===== src/rtl/arm_run_ctrl.sv =====
// arm_run_ctrl: run controller for the ARM core and its memories.
// Holds the core in restart and waits a settle delay. It then preloads
// registers through the debug write port, enables the core and stops
// it on a sentinel watch value or a run-cycle timeout.
// Ports:
//   clk, rst        clock (rising edge), synchronous active-high reset
//   start           re-launch pulse, used only in HALTED or TIMEOUT
//   watch_data      core register compared with HALT_VALUE
//   cpu_restart     core restart
//   cpu_en          core enable
//   pre_wen         debug register write strobe
//   pre_idx         debug register index
//   pre_wdata       debug register data
//   busy            low only in HALTED and TIMEOUT
//   halted          sticky flag, set when the sentinel is seen
//   timed_out       sticky flag, set when the run limit is reached
//   run_cycles      saturating count of cycles spent in RUN
module arm_run_ctrl #(
    parameter int WIDTH          = 32,
    parameter int IDX_W          = 4,
    parameter int RST_CYCLES     = 5,
    parameter int SETTLE_CYCLES  = 5,
    parameter int NUM_PRELOAD    = 3,
    parameter logic [((NUM_PRELOAD > 0) ? NUM_PRELOAD : 1)*IDX_W-1:0]
        PRELOAD_IDX = {4'd4, 4'd3, 4'd1},
    parameter logic [((NUM_PRELOAD > 0) ? NUM_PRELOAD : 1)*WIDTH-1:0]
        PRELOAD_VAL = {32'h0000ff00, 32'h00000100, 32'h00000200},
    parameter logic [WIDTH-1:0] HALT_VALUE = 32'h0000ff00,
    parameter int TIMEOUT_CYCLES = 100000,
    parameter int CNT_W          = 32
) (
    input  logic             clk,
    input  logic             rst,
    input  logic             start,
    input  logic [WIDTH-1:0] watch_data,
    output logic             cpu_restart,
    output logic             cpu_en,
    output logic             pre_wen,
    output logic [IDX_W-1:0] pre_idx,
    output logic [WIDTH-1:0] pre_wdata,
    output logic             busy,
    output logic             halted,
    output logic             timed_out,
    output logic [CNT_W-1:0] run_cycles
);

    localparam int CMAX0 = (RST_CYCLES > SETTLE_CYCLES) ?
                           RST_CYCLES : SETTLE_CYCLES;
    localparam int CMAX  = (CMAX0 > NUM_PRELOAD) ? CMAX0 : NUM_PRELOAD;
    localparam int CW    = (CMAX < 2) ? 1 : $clog2(CMAX + 1);

    typedef enum logic [2:0] {
        S_HOLD,
        S_SETTLE,
        S_PRELOAD,
        S_RUN,
        S_HALTED,
        S_TIMEOUT
    } state_t;

    state_t          state;
    state_t          state_n;
    logic [CW-1:0]   cnt;
    logic [CW-1:0]   cnt_n;

    logic             restart_d;
    logic             en_d;
    logic             wen_d;
    logic [IDX_W-1:0] idx_d;
    logic [WIDTH-1:0] wdata_d;
    logic             busy_d;
    logic             halted_d;
    logic             timed_out_d;
    logic [CNT_W-1:0] run_cycles_d;

    // State register and registered outputs.
    always_ff @(posedge clk) begin
        if (rst) begin
            state       <= S_HOLD;
            cnt         <= '0;
            cpu_restart <= 1'b1;
            cpu_en      <= 1'b0;
            pre_wen     <= 1'b0;
            pre_idx     <= '0;
            pre_wdata   <= '0;
            busy        <= 1'b1;
            halted      <= 1'b0;
            timed_out   <= 1'b0;
            run_cycles  <= '0;
        end else begin
            state       <= state_n;
            cnt         <= cnt_n;
            cpu_restart <= restart_d;
            cpu_en      <= en_d;
            pre_wen     <= wen_d;
            pre_idx     <= idx_d;
            pre_wdata   <= wdata_d;
            busy        <= busy_d;
            halted      <= halted_d;
            timed_out   <= timed_out_d;
            run_cycles  <= run_cycles_d;
        end
    end

    // Next-state logic. In HOLD the counter counts edges since the
    // sequence began, so leaving at cnt==RST_CYCLES gives RST_CYCLES
    // restart cycles after the first edge out of reset.
    always_comb begin
        state_n = state;
        cnt_n   = cnt;
        unique case (state)
            S_HOLD: begin
                if (cnt == CW'(RST_CYCLES)) begin
                    cnt_n = '0;
                    if (SETTLE_CYCLES > 0) begin
                        state_n = S_SETTLE;
                    end else if (NUM_PRELOAD > 0) begin
                        state_n = S_PRELOAD;
                    end else begin
                        state_n = S_RUN;
                    end
                end else begin
                    cnt_n = cnt + CW'(1);
                end
            end
            S_SETTLE: begin
                if (cnt == CW'(SETTLE_CYCLES - 1)) begin
                    cnt_n = '0;
                    if (NUM_PRELOAD > 0) begin
                        state_n = S_PRELOAD;
                    end else begin
                        state_n = S_RUN;
                    end
                end else begin
                    cnt_n = cnt + CW'(1);
                end
            end
            S_PRELOAD: begin
                if (cnt == CW'(NUM_PRELOAD - 1)) begin
                    cnt_n   = '0;
                    state_n = S_RUN;
                end else begin
                    cnt_n = cnt + CW'(1);
                end
            end
            S_RUN: begin
                if (watch_data == HALT_VALUE) begin
                    state_n = S_HALTED;
                end else if (TIMEOUT_CYCLES != 0 &&
                             run_cycles == CNT_W'(TIMEOUT_CYCLES - 1)) begin
                    state_n = S_TIMEOUT;
                end
            end
            S_HALTED, S_TIMEOUT: begin
                // The start edge itself counts as the first HOLD edge,
                // so the replay has the same timing as a reset release.
                if (start) begin
                    state_n = S_HOLD;
                    cnt_n   = CW'(1);
                end
            end
            default: begin
                state_n = S_HOLD;
                cnt_n   = '0;
            end
        endcase
    end

    // Output logic: values the outputs take after the coming edge.
    always_comb begin
        restart_d    = (state_n == S_HOLD);
        en_d         = (state_n == S_RUN);
        wen_d        = (state_n == S_PRELOAD);
        busy_d       = !(state_n == S_HALTED || state_n == S_TIMEOUT);
        idx_d        = '0;
        wdata_d      = '0;
        halted_d     = halted;
        timed_out_d  = timed_out;
        run_cycles_d = run_cycles;

        if (state_n == S_PRELOAD) begin
            for (int i = 0; i < NUM_PRELOAD; i++) begin
                if (cnt_n == CW'(i)) begin
                    idx_d   = PRELOAD_IDX[i*IDX_W +: IDX_W];
                    wdata_d = PRELOAD_VAL[i*WIDTH +: WIDTH];
                end
            end
        end

        if (state == S_RUN) begin
            if (run_cycles != '1) begin
                run_cycles_d = run_cycles + CNT_W'(1);
            end
            if (state_n == S_HALTED) begin
                halted_d = 1'b1;
            end
            if (state_n == S_TIMEOUT) begin
                timed_out_d = 1'b1;
            end
        end

        if ((state == S_HALTED || state == S_TIMEOUT) &&
            state_n == S_HOLD) begin
            halted_d     = 1'b0;
            timed_out_d  = 1'b0;
            run_cycles_d = '0;
        end
    end

endmodule


===== config.mk =====
export PLATFORM = sky130hd
export DESIGN_NAME = arm_run_ctrl
export DESIGN_NICKNAME = d
export VERILOG_FILES = /design/src/rtl/arm_run_ctrl.sv
export SDC_FILE = /design/constraint.sdc
export NUM_CORES = 1
export LEC_CHECK = 0
export CAP_MARGIN = 20
export CORE_MARGIN = 4
export CORE_UTILIZATION = 44
export CTS_CLUSTER_DIAMETER = 80
export CTS_CLUSTER_SIZE = 25
export DETAILED_ROUTE_END_ITERATION = 16
export PLACE_DENSITY = 0.85
export REMOVE_ABC_BUFFERS = 1
export SLEW_MARGIN = 20
export SYNTH_ARGS = -nofsm -noshare
export SYNTH_HDL_FRONTEND = slang
export SYNTH_SLANG_ARGS = --single-unit

===== constraint.sdc =====
create_clock -name clk -period 2.94 [get_ports clk]
set_clock_uncertainty 0.2 [all_clocks]
set_input_delay 0.441 -clock clk [delete_from_list [all_inputs] [get_ports clk]]
set_output_delay 0.441 -clock clk [all_outputs]
set_load 0.05 [all_outputs]

==> out/qor.csv <==
stage;metric;value;unit
route;Starting DRT DRC Count;215;
sta;worst rel slew slack;0.571;
final_layout;layout net count;459;
global_route;largest net degree at the start of global routing;16;
floorplan;die width;88.0;um
sta;Peak Freq;383;MHz
clocking;Sink Count;49;
global_route;gr ovfl total;0;
final_layout;fillers;537;
route;DR WL/cell;14.7;um
yosys;Synth cell types;55;
route;Final ANT Viol Nets;0;
global_route;vias in the first global route;2539;
pwr;Sequential Power Share;0.542;
sta;Worst Slack Setup Final;330;ps
pwr;Net Sw Frac;0.281;
clocking;CTS tree;built;
sta;Final Hold Fails;0;
clocking;H-tree depth;2;
pwr;Lkg Pwr;1.24;nW
pwr;Pwr Density;339;nW/um^2
clocking;post-cts gate resize count;0;
clocking;maximum clock path buffer count;2;
yosys;syn avg cell area;8.17;um^2
global_route;Tot GR Track Use;0.187;
yosys;ys flop type;dfxtp_1;
place;GP Congestion;0.934;
critical_path;CP arrival;2640;ps
status;status;complete, no violations;
yosys;Mapped Area;2820;um^2
floorplan;core area;6060;um^2
yosys;Synth area leaders;dfxtp_1 (35%), buf_4 (8.3%), a21oi_1 (5.3%), or3_1 (3.8%), o21ai_0 (3.6%);
route;final WL;7280;um
critical_path;Crit path largest cell delay;610;ps
global_route;met3 layer usage reported by global route;0.0376;
critical_path;worst path cell trace;nand3b_2 -> or4_1 -> or4b_4 -> or3_1 -> a21oi_1;
yosys;Seq/Total Area, Yosys;0.348;
final_layout;Area Overhead vs Synth;30.5;%
global_route;most used routing layer;met2;
yosys;synth warn;0;
route;TritonRoute pass-1 iters;5;
floorplan;die area;7750;um^2
worst_hold_path;Hold WC Path Type;flip-flop to flip-flop;
final_layout;ant diodes;0;
sta;period utilization;0.888;
final_layout;post-route core utilization;0.607;
place;pre-CTS WS;280;ps
yosys;number of synthesized register bits;49;
pwr;total chip power;1.25;mW
clocking;postcts setup bufs;0;
final_layout;layout cells sized above 1;0.0643;
yosys;Mapped Cells;345;
sta;fin crit period;2610;ps
floorplan;num rows;28;
critical_path;Critical Path Slowest Stage Cell;or4b_4;
yosys;Yosys top cell by area;dfxtp_1;
critical_path;kind of critical path;flip-flop to flip-flop;
yosys;number of enable flip-flop cells after synthesis;0;
floorplan;Initial Util;0.465;
pwr;NetSw;0.350;mW
yosys;Synth top area share;0.348;
critical_path;crit-path max FO;14;
route;via count;2817;
sta;slew at the pin closest to its max-slew limit;641;ps
job;MaxCap Viol Count;0;
sta;RSZ-0062 raised after global routing;no;
critical_path;required time of the worst setup path;2970;ps
place;I/O Buffers;83;
route;vias per inst;5.69;
route;# DRC;0;
sta;setup TNS;0;ps
critical_path;depth of the worst register-to-register path;5;
global_route;initial antenna violation count;0;
yosys;Synth async-reset ratio;0;
worst_hold_path;Worst Hold Path Cells;1;
sta;setup violators final;0;
clocking;Worst-path clk slew;90;ps
pwr;combinational cell fraction of total power;0.142;
critical_path;critical path capture point type;flip-flop;
critical_path;critical path startpoint category;flip-flop;
pwr;total internal power;0.895;mW
clocking;hold buffer count at cts;0;
sta;worst hold slack;279;ps
global_route;first-pass GRT wire length;11600;um
global_route;met2 Use GR;0.314;
pwr;Clock power frac;0.316;
sta;max-slew violation count;0;
final_layout;commonest non-fill, non-tap cell in the layout;clkdlybuf4s50_1;
floorplan;Die H;88.0;um
clocking;clock root buffer;clkbuf_8;
final_layout;commonest non-fill, non-tap cells in the layout;clkdlybuf4s50_1 (83), dfxtp_1 (49), a21oi_1 (30), nand2_1 (25), conb_1 (25);
place;HPWL after DPL;5620;um
pwr;worst vdd ir;0.181;mV
clocking;clk_lat worst skew;300;ps
floorplan;# IOs;109;
clocking;Num CTS Buffers;5;
global_route;met1 Use GR;0.234;
==> cells in the mapped netlist (3+ instances only) <==
cell type	instances
nand2b_1	3
nand3_1	12
inv_1	10
nand4_1	12
and4_1	6
nand2_1	25
buf_4	31
xnor2_1	7
a31oi_1	6
o31ai_1	6
or4_1	4
ha_1	5
or3_1	17
buf_1	4
nor4bb_1	4
buf_2	4
and2_1	4
a21oi_1	30
nand3b_1	4
o21ai_0	20
nor4_1	10
nor2_1	23
mux2i_1	3
dfxtp_1	49
clkbuf_1	8
==> power groups by stage <==
stage	Sequential, mW	Combinational (mW)	Clock (mW)
final	0.675	0.177	0.393
after global routing	0.676	0.188	0.435
after CTS	0.675	0.176	0.405
after detailed placement	0.690	0.176	0
after global placement	0.691	0.172	0
after floorplan	0.690	0.111	0
==> per-layer routing <==
layer  wire [um]  up-vias
met5           0        -
met4         130        0
met3         565       14
met2        3530      141
met1        3050     1292
li1            -     1370
==> critical path: cells and delay by family (launching register included) <==
kind               cells  cell delay (ps)
AOI/OAI and AO/OA      1              140
DFF                    1              440
and+or+nand+nor        4             1760
==> through the flow <==
step | area (um^2) | std cells
finish | 3680 | 495
global route | 3680 | 495
CTS | 3680 | 495
detailed placement | 3590 | 487
global placement | 3590 | 487
floorplan | 2610 | 322
==> kinds of logic (layout without fill, tap and decap cells) <==
kind of cell               Yosys count  after routing  share of synthesized area
other                                1             25                    0.00133
xor gates and xnor gates             8              8                     0.0249
and+or+nand+nor                    141            141                      0.298
buffers and inverters               57            108                      0.119
muxes                                3              3                     0.0107
adders and majority gates            5              5                     0.0222
DFF                                 49             49                      0.348
AOI/OAI and AO/OA                   81             81                      0.175
==> sequential cells by signal, indices dropped and copies added, names as in the netlist, 2 cells and up <==
signal and cells:
run_cycles 32, cnt 3, pre_wdata 3, state 3, pre_idx 2
==> final cells by class <==
| cell class | instances | area (um^2) | share of cell area |
|---|---|---|---|
| multi-input cells | 263 | 1600 | 0.434 |
| flip-flops and latches | 49 | 981 | 0.267 |
| repair buffers | 90 | 883 | 0.240 |
| well taps | 75 | 93.8 | 0.0255 |
| clock buffers | 5 | 68.8 | 0.0187 |
| inverters | 10 | 37.5 | 0.0102 |
| clock inverters | 3 | 17.5 | 0.00476 |
==> final timing paths <==
path         startpoint  slack (ps)        endpoint
min              halted         280          halted
max            state[2]         330  run_cycles[29]
max reg2reg    state[2]         330  run_cycles[29]
min reg2reg      halted         280          halted
No activity file was read; power rests on OpenSTA's default activity.
